--- src/rtl/controller_sequencer.sv ---
// -----------------------------------------------------------------------------
// controller_sequencer
//
// Control unit of the 8-bit bus machine. It combines a one-hot T-state ring
// counter (T1..T6) with an opcode decoder. From these it produces the bus
// load/enable strobes for the PC, MAR, RAM, instruction register,
// accumulator, B register and output register. It also owns the halt flag.
//
// Ports:
//   clk      in   system clock; all state updates on the rising edge
//   clear    in   synchronous active-high reset; overrides everything
//   opcode   in   [3:0] instruction register opcode, meaningful in T4-T6
//   cp       out  program counter increment
//   ep       out  program counter drives bus
//   n_lm     out  MAR load (active-low)
//   n_ce     out  RAM drives bus (active-low)
//   n_li     out  instruction register load (active-low)
//   n_ei     out  instruction register operand drives bus (active-low)
//   n_la     out  accumulator load (active-low)
//   ea       out  accumulator drives bus
//   su       out  ALU subtract select
//   eu       out  ALU drives bus
//   n_lb     out  B register load (active-low)
//   n_lo     out  output register load (active-low)
//   t_state  out  [5:0] one-hot ring state, bit0 = T1
//   hlt      out  machine halted
//
// Build option:
//   SKIP_NOP_EN  When defined, an instruction returns to T1 right after its
//                last active state. LDA ends after T5, OUT after T4, and an
//                unknown opcode after T3. When undefined, every instruction
//                takes exactly six states.
// -----------------------------------------------------------------------------
module controller_sequencer (
  input  logic       clk,
  input  logic       clear,
  input  logic [3:0] opcode,
  output logic       cp,
  output logic       ep,
  output logic       n_lm,
  output logic       n_ce,
  output logic       n_li,
  output logic       n_ei,
  output logic       n_la,
  output logic       ea,
  output logic       su,
  output logic       eu,
  output logic       n_lb,
  output logic       n_lo,
  output logic [5:0] t_state,
  output logic       hlt
);

  localparam logic [3:0] LDA_OP = 4'h0;
  localparam logic [3:0] ADD_OP = 4'h1;
  localparam logic [3:0] SUB_OP = 4'h2;
  localparam logic [3:0] OUT_OP = 4'hE;
  localparam logic [3:0] HLT_OP = 4'hF;

  localparam logic [5:0] T1 = 6'b000001;
  localparam logic [5:0] T2 = 6'b000010;
  localparam logic [5:0] T3 = 6'b000100;
  localparam logic [5:0] T4 = 6'b001000;
  localparam logic [5:0] T5 = 6'b010000;
  localparam logic [5:0] T6 = 6'b100000;

  logic [5:0] ring_q;
  logic [5:0] ring_d;
  logic       halted_q;
  logic       halted_d;
  logic       last_state_s;

  // True when exactly one bit of the ring is set.
  function automatic logic is_onehot(input logic [5:0] v);
    is_onehot = (v != 6'd0) && ((v & (v - 6'd1)) == 6'd0);
  endfunction

  // Detect the final active state of the current instruction (early return).
  always_comb begin
    last_state_s = 1'b0;
    case (opcode)
      LDA_OP:  last_state_s = ring_q[4];
      OUT_OP:  last_state_s = ring_q[3];
      ADD_OP:  last_state_s = 1'b0;
      SUB_OP:  last_state_s = 1'b0;
      HLT_OP:  last_state_s = 1'b0;
      default: last_state_s = ring_q[2];
    endcase
  end

  // Next-state logic for the ring counter and the halt flag.
  always_comb begin
    ring_d   = ring_q;
    halted_d = halted_q;
    if (halted_q) begin
      // The ring stays frozen at T5 until clear.
      ring_d   = ring_q;
      halted_d = 1'b1;
    end else if (!is_onehot(ring_q)) begin
      // A corrupted ring is pulled back to a known fetch state.
      ring_d   = T1;
      halted_d = 1'b0;
    end else begin
`ifdef SKIP_NOP_EN
      if (last_state_s) begin
        ring_d = T1;
      end else begin
        ring_d = {ring_q[4:0], ring_q[5]};
      end
`else
      ring_d = {ring_q[4:0], ring_q[5]};
`endif
      // HLT is decoded in T4. The ring still steps to T5 and then freezes there.
      if (ring_q[3] && (opcode == HLT_OP)) begin
        halted_d = 1'b1;
      end else begin
        halted_d = 1'b0;
      end
    end
  end

  // State registers; clear has priority over advancing and over halt.
  always_ff @(posedge clk) begin
    if (clear) begin
      ring_q   <= T1;
      halted_q <= 1'b0;
    end else begin
      ring_q   <= ring_d;
      halted_q <= halted_d;
    end
  end

  // Strobe decode from the ring, the halt flag and the opcode.
  always_comb begin
    cp   = 1'b0;
    ep   = 1'b0;
    n_lm = 1'b1;
    n_ce = 1'b1;
    n_li = 1'b1;
    n_ei = 1'b1;
    n_la = 1'b1;
    ea   = 1'b0;
    su   = 1'b0;
    eu   = 1'b0;
    n_lb = 1'b1;
    n_lo = 1'b1;
    if (halted_q) begin
      cp = 1'b0;
    end else begin
      case (ring_q)
        T1: begin
          ep   = 1'b1;
          n_lm = 1'b0;
        end
        T2: begin
          cp = 1'b1;
        end
        T3: begin
          n_ce = 1'b0;
          n_li = 1'b0;
        end
        T4: begin
          case (opcode)
            LDA_OP, ADD_OP, SUB_OP: begin
              n_ei = 1'b0;
              n_lm = 1'b0;
            end
            OUT_OP: begin
              ea   = 1'b1;
              n_lo = 1'b0;
            end
            default: begin
              cp = 1'b0;
            end
          endcase
        end
        T5: begin
          case (opcode)
            LDA_OP: begin
              n_ce = 1'b0;
              n_la = 1'b0;
            end
            ADD_OP: begin
              n_ce = 1'b0;
              n_lb = 1'b0;
            end
            SUB_OP: begin
              n_ce = 1'b0;
              n_lb = 1'b0;
              su   = 1'b1;
            end
            default: begin
              cp = 1'b0;
            end
          endcase
        end
        T6: begin
          case (opcode)
            ADD_OP: begin
              eu   = 1'b1;
              n_la = 1'b0;
            end
            SUB_OP: begin
              eu   = 1'b1;
              n_la = 1'b0;
              su   = 1'b1;
            end
            default: begin
              cp = 1'b0;
            end
          endcase
        end
        default: begin
          cp = 1'b0;
        end
      endcase
    end
  end

  assign t_state = ring_q;
  assign hlt     = halted_q;

endmodule

--- config.mk ---
export PLATFORM = sky130hd
export DESIGN_NAME = controller_sequencer
export DESIGN_NICKNAME = d
export VERILOG_FILES = /design/src/rtl/controller_sequencer.sv
export SDC_FILE = /design/constraint.sdc
export NUM_CORES = 1
export LEC_CHECK = 0
export BUFFER_PORTS_ARGS = -buffer_cell sky130_fd_sc_hd__buf_2
export CELL_PAD_IN_SITES_DETAIL_PLACEMENT = 0
export CELL_PAD_IN_SITES_GLOBAL_PLACEMENT = 2
export CORE_AREA = 2 2 54 56
export CTS_CLUSTER_SIZE = 30
export DETAILED_ROUTE_END_ITERATION = 12
export DIE_AREA = 0 0 56 58
export GPL_ROUTABILITY_DRIVEN = 0
export HOLD_SLACK_MARGIN = 0.12
export PLACE_DENSITY_LB_ADDON = 0.1
export RECOVER_POWER = 25
export SLEW_MARGIN = 15
export SYNTH_ARGS = -nofsm -noshare
export SYNTH_HDL_FRONTEND = slang
export SYNTH_SLANG_ARGS = --single-unit
export TNS_END_PERCENT = 30
--- constraint.sdc ---
create_clock -name clk -period 1.85 [get_ports clk]
set_input_delay 0.185 -clock clk [delete_from_list [all_inputs] [get_ports clk]]
set_output_delay 0.185 -clock clk [all_outputs]
set_load 0.005 [all_outputs]
==> results.md <==
Detailed routing
* 4 — iteration count of the initial detailed-routing pass
* 0 — DRC
* 4.908 — via density per instance
* 0 — count of nets left with antenna violations after detail routing
* 14 — DRT iter0 DRCs
* 643 — via count of the routed design
* 1704 µm — wire length after detailed routing
* 13.01 µm — final routed wire length divided by cell count

Worst setup path
* 1660 ps — Crit path required time
* 570 ps — Max stage delay on crit path
* 1 — CP Buf/Inv Count
* or4_4, or4_4, a21o_1, buf_2 — crit-path cells
* simple AND/OR/NAND/NOR gates — family with the most delay on the worst path
* 6 — Max Fanout on Critical Path
* sky130_fd_sc_hd__or4_4 — Most Frequent Cell on Critical Path
* sky130_fd_sc_hd__or4_4 — Critical-path top delay cell
* reg2out — category of the critical setup timing path
* 1940 ps — data arrival time of the critical path
* flop — Critical Path Source Type
* output pin — Worst setup EP type

Timing
* 114.9% — Period Utilization, post-route
* 0 — max-slew violations
* 77.89% — remaining max-slew budget at the tightest pin
* 2127 ps — final critical path time including I/O delays and setup
* 0.4702 GHz — Peak Freq
* yes — RSZ-0062 raised after global routing
* 5.020 ps — worst setup skew after layout
* 7 — Final setup violation count
* 0 — total count of hold-check failures in the final report
* -276.6 ps — Worst Slack Setup Final
* 327.0 ps — slew at the pin closest to its max-slew limit

Synthesis
* 531.8 µm² — Netlist Area Pre-Place
* 67 — synthesized instance count
* 34 — unique cell type count in the Yosys netlist
* 73 — Net Count, Synth
* sky130_fd_sc_hd__dfxtp_1 — Yosys top cell by area
* sky130_fd_sc_hd__dfxtp_1 (26%), sky130_fd_sc_hd__a21oi_1 (7.5%), sky130_fd_sc_hd__nand2_1 (4.9%) — top cells by area, synth
* 7.937 µm² — synthesized area per cell
* 7 — #FFs+latches synth
* 0 — warnings from Yosys
* 26.35% — register area share after synthesis
* 26.35% — Synth top area share

Cells and area
* 54.00% — proportion of layout cells with a drive suffix above 1
* 0 — antenna diode instance count
* 143.9 µm² — Seq. cell area
* 50.12% — area growth from synthesis to layout
* 798.3 µm² — final non-filler cell area
* 107 — number of nets in the layout
* 309 — number of filler instances in the final layout
* 29.98% — share of the core filled with cells in the final layout
* 379.1 µm² — area used by multi-input combinational logic

GRT
* 0 — initial antenna violation count
* 11 — largest net degree at the start of global routing
* 2677 µm — first-pass GRT wire length
* 562 — vias in the first global route
* 10.55% — overall global routing resource usage
* 0 — Remaining Overflow, GRT

Job
* 0 — number of maximum-capacitance violations

Die
* 2663 µm² — floorplan core area
* 19 — number of standard-cell rows in the floorplan
* 19.97% — initial core utilization
* 25 — IO Count
* 58 µm — vertical extent of the die
* 3248 µm² — area of the die
* 56 µm — horizontal die dimension

Power
* 576.9 nW/µm² — P per Cell Area
* 0.3241 nW — leakage power total
* 0.0004605 W — total power after layout
* 0.0002454 V — Peak supply drop

Run status
* finished with violations — run status
* negative setup slack — violated checks

Clock tree
* 0 — number of hold buffers added after CTS
* 50 ps — CTS clock-pin slew for the worst setup and hold paths
* 3 — total clock buffers created by CTS
* 2 — clk buf depth
* 7 — Num Clock Sinks
* 1 — maximum level of the CTS H-tree
* sky130_fd_sc_hd__clkbuf_4 — clock tree root driver cell
* 260 ps — clock network latency to the later pin of the worst-skew pair
* yes — clock tree from TritonCTS

Place
* 748.2 µm² — instance area after placement
* 1330 µm — hpwl dp
* -12.21 ps — worst setup slack after placement
* 24 — I/O Buffers

Min path
* in2reg — worst hold path type

==> cell usage in the layout (no fill, tap or decap), types with 2 or more instances in the layout <==
| master | netlist | layout |
|---|---|---|
| sky130_fd_sc_hd__nand2_1 | 7 | 7 |
| sky130_fd_sc_hd__inv_1 | 2 | 2 |
| sky130_fd_sc_hd__a211oi_2 | 0 | 2 |
| sky130_fd_sc_hd__or4_4 | 1 | 2 |
| sky130_fd_sc_hd__clkbuf_4 | 0 | 3 |
| sky130_fd_sc_hd__nor2_1 | 3 | 3 |
| sky130_fd_sc_hd__nand4b_1 | 2 | 2 |
| sky130_fd_sc_hd__nand2b_1 | 4 | 4 |
| sky130_fd_sc_hd__buf_2 | 2 | 24 |
| sky130_fd_sc_hd__or3_4 | 1 | 3 |
| sky130_fd_sc_hd__buf_4 | 0 | 11 |
| sky130_fd_sc_hd__dfxtp_1 | 7 | 4 |
| sky130_fd_sc_hd__a21oi_1 | 8 | 7 |
| sky130_fd_sc_hd__nor4b_1 | 2 | 2 |
| sky130_fd_sc_hd__dfxtp_2 | 0 | 3 |
==> per-layer routing <==
layer / track usage [%] / wire (µm) / up-vias
met3: 3.125 / 124 / 4
met2: 16.13 / 779 / 21
met5: 0 / 0 / -
met1: 13.23 / 776 / 303
met4: 6.122 / 25 / 0
li1: - / - / 315
==> logic make-up after synthesis <==
group,share of synthesized area [%]
compound gates,22.12
flops,26.35
buf+inv,8.940
simple gates,40.95
xor+xnor,1.647
==> state kept, by name, indices dropped and copies added, names as in the netlist <==
register and cells:
t_state 6, hlt 1
==> path summary, 6_finish.rpt <==
check,cells past startpoint,start,to,slack [ps]
max,4,t_state[1]$_SDFFE_PP0N_,n_la,-280
max reg2reg,4,t_state[1]$_SDFFE_PP0N_,hlt$_SDFF_PP0_,90
min reg2reg,2,hlt$_SDFF_PP0_,t_state[4]$_SDFFE_PP0N_,580
min,2,clear,t_state[3]$_SDFFE_PP0N_,190
==> where the power goes <==
group | total [W] | internal (W) | switching (W)
clock | 0.000141 | 0.0000825 | 0.0000588
combinational | 0.000151 | 0.0000779 | 0.0000732
sequential | 0.000168 | 0.000162 | 0.00000635
total | 0.000461 | 0.000322 | 0.000138
==> cell usage after synthesis <==
cell type                   n
sky130_fd_sc_hd__a2111o_1   1
sky130_fd_sc_hd__a211o_1    1
sky130_fd_sc_hd__a211oi_1   2
sky130_fd_sc_hd__a21boi_0   1
sky130_fd_sc_hd__a21o_1     1
sky130_fd_sc_hd__a21oi_1    8
sky130_fd_sc_hd__a22oi_1    1
sky130_fd_sc_hd__a2bb2oi_1  1
sky130_fd_sc_hd__and2_1     1
sky130_fd_sc_hd__buf_1      1
sky130_fd_sc_hd__buf_2      2
sky130_fd_sc_hd__buf_6      2
sky130_fd_sc_hd__clkbuf_1   1
sky130_fd_sc_hd__dfxtp_1    7
sky130_fd_sc_hd__inv_1      2
sky130_fd_sc_hd__nand2_1    7
sky130_fd_sc_hd__nand2b_1   4
sky130_fd_sc_hd__nand4_1    1
sky130_fd_sc_hd__nand4b_1   2
sky130_fd_sc_hd__nor2_1     3
sky130_fd_sc_hd__nor3_1     2
sky130_fd_sc_hd__nor3b_1    1
sky130_fd_sc_hd__nor4_1     1
sky130_fd_sc_hd__nor4b_1    2
sky130_fd_sc_hd__o32a_2     1
sky130_fd_sc_hd__or2_2      1
sky130_fd_sc_hd__or3_1      2
sky130_fd_sc_hd__or3_2      2
sky130_fd_sc_hd__or3_4      1
sky130_fd_sc_hd__or4_1      1
sky130_fd_sc_hd__or4_4      1
sky130_fd_sc_hd__or4b_1     1
sky130_fd_sc_hd__or4b_2     1
sky130_fd_sc_hd__xor2_1     1
==> timing repair <==
action	4_1_cts	5_1_grt
buffers inserted	0	0
setup endpoints to repair	7	8
gates resized for setup	0	7
pin swaps	2	0
==> layout make-up <==
type	instances	share of cell area (%)
repair buffers	35	25.39
well taps	31	4.859
flip-flops and latches	7	18.03
clock buffers	4	3.292
inverters	2	0.9404
multi-input cells	52	47.49
==> through the flow <==
stage	TNS [ps]	hold slack [ps]	std cells
3_5_place_dp	-13.00	467.8	127
3_3_place_gp	-5.825	464.4	127
5_1_grt	-1288	209.1	131
4_1_cts	-1314	199.2	131
6_report	-967.8	192.9	131
2_1_floorplan	-99.76	420.3	67
Note: power is estimated with default switching activity, not from simulation.
